**config.mk**
```make
export PLATFORM = sky130hd
export DESIGN_NAME = mvm_stream_param
export DESIGN_NICKNAME = d
export VERILOG_FILES = /design/src/rtl/mvm_pkg.sv /design/src/rtl/mvm_mac.sv /design/src/rtl/mvm_stream_param.sv
export SDC_FILE = /design/constraint.sdc
export NUM_CORES = 1
export LEC_CHECK = 0
export ABC_AREA = 1
export CAP_MARGIN = 40
export CORE_MARGIN = 2
export CORE_UTILIZATION = 70
export CTS_BUF_LIST = sky130_fd_sc_hd__clkbuf_8
export DETAILED_ROUTE_END_ITERATION = 6
export PLACE_DENSITY_LB_ADDON = 0.1
export SLEW_MARGIN = 25
export SYNTH_ARGS = -nofsm -noshare
export SYNTH_HDL_FRONTEND = slang
export SYNTH_SLANG_ARGS = --single-unit
```
**constraint.sdc**
```tcl
create_clock -name clk -period 16.8 [get_ports clk]
set_input_delay 1.68 -clock clk [delete_from_list [all_inputs] [get_ports clk]]
set_output_delay 1.68 -clock clk [all_outputs]
set_load 0.02 [all_outputs]
```
**src/rtl/mvm_pkg.sv**
```systemverilog
// Shared types and width helpers for the streaming matrix-vector multiplier.
package mvm_pkg;

  typedef enum logic [1:0] {LOAD, COMPUTE, OUTPUT} state_t;

  function automatic int calc_acc_w(input int t, input int k);
    return 2 * t + $clog2(k);
  endfunction

  function automatic int calc_cnt_w(input int k);
    return $clog2(k * k + k + 1);
  endfunction

  // Clamp to the signed out_w range when sat is set; otherwise the caller keeps the low bits.
  function automatic logic signed [63:0] sat_trunc(input logic signed [63:0] acc,
                                                   input bit sat, input int out_w);
    logic signed [63:0] hi;
    logic signed [63:0] lo;
    hi = (64'sd1 <<< (out_w - 1)) - 64'sd1;
    lo = -(64'sd1 <<< (out_w - 1));
    if (sat && (acc > hi)) return hi;
    if (sat && (acc < lo)) return lo;
    return acc;
  endfunction

endpackage

```
**src/rtl/mvm_mac.sv**
```systemverilog
// Single-stage signed multiply-accumulate; clear starts a new sum with the current product.
module mvm_mac #(
  parameter int T     = 8,
  parameter int ACC_W = 18
) (
  input  logic                    clk,
  input  logic                    reset,
  input  logic                    clear,
  input  logic                    valid_in,
  input  logic signed [T-1:0]     a,
  input  logic signed [T-1:0]     b,
  output logic signed [ACC_W-1:0] acc,
  output logic                    valid_out
);

  logic signed [2*T-1:0]   prod;
  logic signed [ACC_W-1:0] prod_ext;

  assign prod     = (2*T)'(a) * (2*T)'(b);
  assign prod_ext = ACC_W'(prod);

  always_ff @(posedge clk) begin
    if (reset) begin
      acc       <= '0;
      valid_out <= 1'b0;
    end else begin
      valid_out <= valid_in;
      if (valid_in) acc <= clear ? prod_ext : acc + prod_ext;
    end
  end

endmodule

```
**src/rtl/mvm_stream_param.sv**
```systemverilog
// Streaming y = M*x: loads M (optionally reused) and x, runs one pipelined MAC, streams out y.
module mvm_stream_param
  import mvm_pkg::*;
#(
  parameter int K     = 3,
  parameter int T     = 8,
  parameter int OUT_W = 16,
  parameter int SAT   = 1
) (
  input  logic             clk,
  input  logic             reset,
  input  logic             s_valid,
  output logic             s_ready,
  input  logic [T-1:0]     data_in,
  input  logic             reuse_m,
  output logic             m_valid,
  input  logic             m_ready,
  output logic [OUT_W-1:0] data_out
);

  localparam int ACC_W = calc_acc_w(T, K);
  localparam int CNT_W = calc_cnt_w(K);
  localparam int MA_W  = $clog2(K * K);
  localparam int XA_W  = $clog2(K);
  localparam logic [CNT_W-1:0] MAT_WORDS = CNT_W'(K * K);
  localparam logic [CNT_W-1:0] JOB_LAST  = CNT_W'(K * K + K - 1);
  localparam logic [XA_W-1:0]  K_LAST    = XA_W'(K - 1);

  state_t            state_q, state_d;
  logic [CNT_W-1:0]  in_cnt_q, in_cnt_d;
  logic [XA_W-1:0]   r_q, r_d, c_q, c_d, o_ptr_q, o_ptr_d;
  logic              mat_valid_q, mat_valid_d;
  logic              s_ready_q, s_ready_d;

  logic signed [T-1:0]     m_mem [K*K];
  logic signed [T-1:0]     x_mem [K];
  logic signed [T-1:0]     m_rd_q, x_rd_q;
  logic signed [OUT_W-1:0] y_buf [K];

  logic                    rd_vld_q, rd_clr_q, rd_last_q, mac_last_q;
  logic [XA_W-1:0]         rd_row_q, mac_row_q;
  logic signed [ACC_W-1:0] mac_acc;
  logic                    mac_vld;

  logic             s_fire, m_fire, issue, row_done;
  logic [CNT_W-1:0] ld_idx;

  assign s_ready  = s_ready_q;
  assign m_valid  = (state_q == OUTPUT);
  assign data_out = m_valid ? y_buf[o_ptr_q] : '0;
  assign s_fire   = s_valid && s_ready_q;
  assign m_fire   = m_valid && m_ready;
  assign issue    = (state_q == COMPUTE) && (in_cnt_q < MAT_WORDS);
  assign row_done = mac_vld && mac_last_q;

  // A vector-only job simply starts the load index at the first x slot.
  assign ld_idx = ((in_cnt_q == '0) && reuse_m && mat_valid_q) ? MAT_WORDS : in_cnt_q;

  always_ff @(posedge clk) begin
    if (reset) begin
      state_q     <= LOAD;
      in_cnt_q    <= '0;
      r_q         <= '0;
      c_q         <= '0;
      o_ptr_q     <= '0;
      mat_valid_q <= 1'b0;
      s_ready_q   <= 1'b0;
    end else begin
      state_q     <= state_d;
      in_cnt_q    <= in_cnt_d;
      r_q         <= r_d;
      c_q         <= c_d;
      o_ptr_q     <= o_ptr_d;
      mat_valid_q <= mat_valid_d;
      s_ready_q   <= s_ready_d;
    end
  end

  always_comb begin
    state_d     = state_q;
    in_cnt_d    = in_cnt_q;
    r_d         = r_q;
    c_d         = c_q;
    o_ptr_d     = o_ptr_q;
    mat_valid_d = mat_valid_q;
    s_ready_d   = s_ready_q;
    case (state_q)
      LOAD: begin
        s_ready_d = 1'b1;
        if (s_fire) begin
          if (ld_idx == '0) mat_valid_d = 1'b0;
          if (ld_idx == MAT_WORDS - CNT_W'(1)) mat_valid_d = 1'b1;
          if (ld_idx == JOB_LAST) begin
            state_d   = COMPUTE;
            in_cnt_d  = '0;
            s_ready_d = 1'b0;
          end else begin
            in_cnt_d = ld_idx + CNT_W'(1);
          end
        end
      end
      COMPUTE: begin
        if (issue) begin
          in_cnt_d = in_cnt_q + CNT_W'(1);
          if (c_q == K_LAST) begin
            c_d = '0;
            r_d = r_q + XA_W'(1);
          end else begin
            c_d = c_q + XA_W'(1);
          end
        end
        if (row_done && (mac_row_q == K_LAST)) begin
          state_d  = OUTPUT;
          in_cnt_d = '0;
          r_d      = '0;
          c_d      = '0;
        end
      end
      OUTPUT: begin
        if (m_fire) begin
          if (o_ptr_q == K_LAST) begin
            state_d   = LOAD;
            o_ptr_d   = '0;
            s_ready_d = 1'b1;
          end else begin
            o_ptr_d = o_ptr_q + XA_W'(1);
          end
        end
      end
      default: state_d = LOAD;
    endcase
  end

  // Block-RAM style storage: one write port from the input stream, registered reads.
  always_ff @(posedge clk) begin
    if (s_fire && (ld_idx < MAT_WORDS)) m_mem[ld_idx[MA_W-1:0]] <= data_in;
    if (s_fire && (ld_idx >= MAT_WORDS)) x_mem[XA_W'(ld_idx - MAT_WORDS)] <= data_in;
    m_rd_q <= m_mem[in_cnt_q[MA_W-1:0]];
    x_rd_q <= x_mem[c_q];
  end

  always_ff @(posedge clk) begin
    if (reset) begin
      rd_vld_q   <= 1'b0;
      rd_clr_q   <= 1'b0;
      rd_last_q  <= 1'b0;
      rd_row_q   <= '0;
      mac_last_q <= 1'b0;
      mac_row_q  <= '0;
    end else begin
      rd_vld_q   <= issue;
      rd_clr_q   <= (c_q == '0);
      rd_last_q  <= (c_q == K_LAST);
      rd_row_q   <= r_q;
      mac_last_q <= rd_vld_q && rd_last_q;
      mac_row_q  <= rd_row_q;
    end
  end

  mvm_mac #(.T(T), .ACC_W(ACC_W)) u_mac (
    .clk       (clk),
    .reset     (reset),
    .clear     (rd_clr_q),
    .valid_in  (rd_vld_q),
    .a         (m_rd_q),
    .b         (x_rd_q),
    .acc       (mac_acc),
    .valid_out (mac_vld)
  );

  always_ff @(posedge clk) begin
    if (row_done) y_buf[mac_row_q] <= OUT_W'(sat_trunc(64'(mac_acc), SAT != 0, OUT_W));
  end

endmodule
```
==> flow_summary.json <==
{
  "status": "completed",
  "gr-usage-met1_pct": 35.86,
  "cts_buffers": 31,
  "postRouteAntennaNets": 0,
  "grtUsageMet2_pct": 50.09,
  "worstPathRequired_ns": 17.26,
  "min_path_type": "flip-flop to flip-flop",
  "ios": 31,
  "final-max-slew-violation-count": 0,
  "clkSlewWorstSetupHoldPaths_ns": 0.07,
  "netlist_instances": 1281,
  "fillers": 1054,
  "cts_tree": "done",
  "clkSinkCount": 203,
  "root_buffer": "clkbuf_8",
  "drtIter0Drc": 752,
  "avgSynthCellArea_um2": 9.110,
  "drive_gt1_share_pct": 7.612,
  "nets": 1438,
  "rsz0062_at_grt": "false",
  "min_period_over_period_pct": 33.99,
  "crit_fanout": 8,
  "ys_ff_latch": 203,
  "hpwl_mm": 17.55,
  "grt_pass1_wl_mm": 39.76,
  "ys_types": 37,
  "yosysWarnings": 0,
  "port_buffers": 30,
  "viasPerCell": 5.535,
  "setup_viol_count_final": 0,
  "grt_pass1_vias": 8238,
  "synth_area_leaders": "edfxtp_1 (37%), dfxtp_1 (10%), fa_1 (9.6%), inv_1 (8.0%), nand2_1 (7.7%)",
  "antenna_found_initial": 0,
  "met3_usage_pct": 4.376,
  "syn_nets": 1404,
  "syn-cell-area_mm2": 0.01167,
  "synth_edf_count": 144,
  "power_density_mw_per_mm2": 168.1,
  "tightest_slew_ns": 0.7968,
  "postCtsHoldBufs": 0,
  "synth.top_cell.area_share_pct": 37.05,
  "die_area_mm2": 0.01772,
  "die_x_um": 133.1,
  "cp.arrival_ns": 6.17,
  "dr.pass1.iters": 6,
  "finalCriticalPeriod_ns": 5.710,
  "ir_drop_v": 0.0001476,
  "fin_setup_tns_ns": 0,
  "synth_flop_cell": "edfxtp_1",
  "post-cts-setup-buffer-count": 0,
  "drcViolationCount": 0,
  "seq_area_frac_synth_pct": 47.17,
  "cp-end-kind": "flip-flop",
  "insertion_delay_ns": 0.57,
  "grt_max_degree": 40,
  "overflow": 0,
  "final_core_util_pct": 78.43,
  "start_kind": "flip-flop",
  "dieHeight_um": 133.1,
  "ctsResizeCount": 0,
  "synthArstFlopShare_pct": 0,
  "cts_buffer_depth": 3,
  "crit_type": "flip-flop to flip-flop",
  "yosys.area.top_type": "edfxtp_1",
  "syn_to_final_growth_pct": 10.67,
  "skew_ns": 0.02504,
  "grt_most_used_layer": "met2",
  "core_mm2": 0.01647,
  "rows": 47,
  "clock.fmax_ghz": 0.1751,
  "start_util_pct": 70.87,
  "drt_wl_total_mm": 24.64,
  "via_count": 8635,
  "htree_levels": 1,
  "p_leak_nw": 5.938,
  "fin_ws_ns": 11.09,
  "finalWeightedCongestion": 0.9647,
  "dp_worst_setup_slack_ns": 11.07,
  "antenna_cells": 0,
  "hold_violations": 0,
  "hold_ws_ns": 0.4056,
  "maxCapViolCount": 0,
  "wire_per_inst_um": 15.80,
  "grt_usage_pct": 28.19,
  "slew_headroom_pct": 46.80
}
==> per-stage QoR <==
stage          power (W)  area (um^2)  cells
2_1_floorplan   0.001484        11670   1281
3_3_place_gp    0.001707        12130   1492
3_5_place_dp    0.001729        12200   1496
4_1_cts         0.002154        12850   1554
5_1_grt         0.002368        12910   1560
6_report        0.002170        12910   1560
==> kinds of logic after synthesis <==
logic type | share of synthesized area [%]
compound gates | 10.12
mux | 1.544
flops | 47.17
fa+ha+maj | 15.40
simple gates | 15.27
buf+inv | 9.671
xor+xnor | 0.8256
==> Yosys cell counts (2+ instances only) <==
| master | instances |
|---|---|
| dfxtp_1 | 59 |
| nand2_1 | 238 |
| o21ai_1 | 4 |
| and2_1 | 3 |
| a31oi_1 | 14 |
| nor2_1 | 95 |
| edfxtp_1 | 144 |
| buf_2 | 2 |
| o211ai_1 | 3 |
| o22ai_1 | 16 |
| o21bai_1 | 4 |
| fa_1 | 56 |
| ha_1 | 54 |
| clkbuf_1 | 43 |
| o21ai_0 | 86 |
| a21oi_1 | 80 |
| xor2_1 | 8 |
| a221oi_1 | 5 |
| nor3_1 | 15 |
| nand3b_1 | 6 |
| nand2_2 | 4 |
| nand4_1 | 6 |
| nand3_1 | 48 |
| nor2_2 | 4 |
| mux2_2 | 16 |
| inv_1 | 249 |
| a211oi_1 | 3 |
| or2_2 | 5 |
| xnor2_1 | 3 |
==> state kept, by name, indices dropped and copies added, names as in the netlist, 4 cells and up, named ones only <==
| signal | flops |
|---|---|
| y_buf | 48 |
| x_mem | 24 |
| u_mac.acc | 18 |
| x_rd_q | 8 |
| m_mem | 72 |
| in_cnt_q | 4 |
| m_rd_q | 8 |
==> report_power, final <==
part           internal [W]  total [W]  switching [W]
Sequential         0.000542   0.000554      0.0000125
Combinational      0.000416    0.00120       0.000779
Clock              0.000231   0.000421       0.000190
Total               0.00119    0.00217       0.000981
==> layout make-up <==
cell class / count / area, um^2 / share of cell area, %
Sequential cell: 203 / 5505 / 42.63
Multi-Input combinational cell: 781 / 5066 / 39.23
Inverter: 250 / 938.4 / 7.266
Clock buffer: 37 / 509.2 / 3.943
Timing Repair Buffer: 48 / 475.5 / 3.681
Tap cell: 220 / 275.3 / 2.131
Clock inverter: 21 / 145.1 / 1.124
==> routing by layer <==
metal  up-vias  wire length (um)
met1      4048             10080
met2       297             12450
li1       4236                 -
met4         0               670
met5         -                 0
met3        54              1437
==> worst max-delay path, cell delays in order (launching register included) <==
cell and delay (ns):
dfxtp_1 0.35, inv_1 0.13, or2_2 0.31, fa_1 0.51
fa_1 0.54, inv_1 0.05, fa_1 0.53, inv_1 0.06
fa_1 0.52, inv_1 0.04, ha_1 0.38, a21oi_1 0.13
o21bai_1 0.21, a21oi_1 0.08, or2_2 0.29, and2_1 0.14
ha_1 0.34, nand2_1 0.11, nor2_1 0.17, nand2_1 0.10
nor2_1 0.09, nand2_1 0.07, nand4_1 0.09, nand3_1 0.10
nand2_1 0.08, nand2_1 0.06, nor2_1 0.09, nor2_1 0.05
==> final timing paths <==
check | startpoint | to | slack [ns] | cells after the start
setup / recovery | x_rd_q[7]$_DFF_P_ | u_mac.acc[17]$_SDFFE_PP0P_ | 11.09 | 27
hold / removal | rd_row_q[0]$_SDFF_PP0_ | mac_row_q[0]$_SDFF_PP0_ | 0.41 | 2
setup reg to reg | x_rd_q[7]$_DFF_P_ | u_mac.acc[17]$_SDFFE_PP0P_ | 11.09 | 27
hold reg to reg | rd_row_q[0]$_SDFF_PP0_ | mac_row_q[0]$_SDFF_PP0_ | 0.41 | 2
==> layout by cell type (no fill, tap or decap), types with 4 or more instances in the layout <==
master,count
inv_1,260
nand2_1,238
edfxtp_1,144
nor2_1,95
o21ai_0,86
a21oi_1,80
dfxtp_1,59
fa_1,56
ha_1,54
nand3_1,48
clkbuf_8,37
clkdlybuf4s50_1,30
mux2_2,16
o22ai_1,16
a31oi_1,14
buf_4,12
nor3_1,9
xor2_1,8
nand3b_1,6
nand4_1,6
nor3_2,6
or2_2,5
a221oi_1,5
nand2_2,4
nor2_2,4
o21bai_1,4
o21ai_1,4
clkinv_2,4
Note: power is estimated with default switching activity, not from simulation.
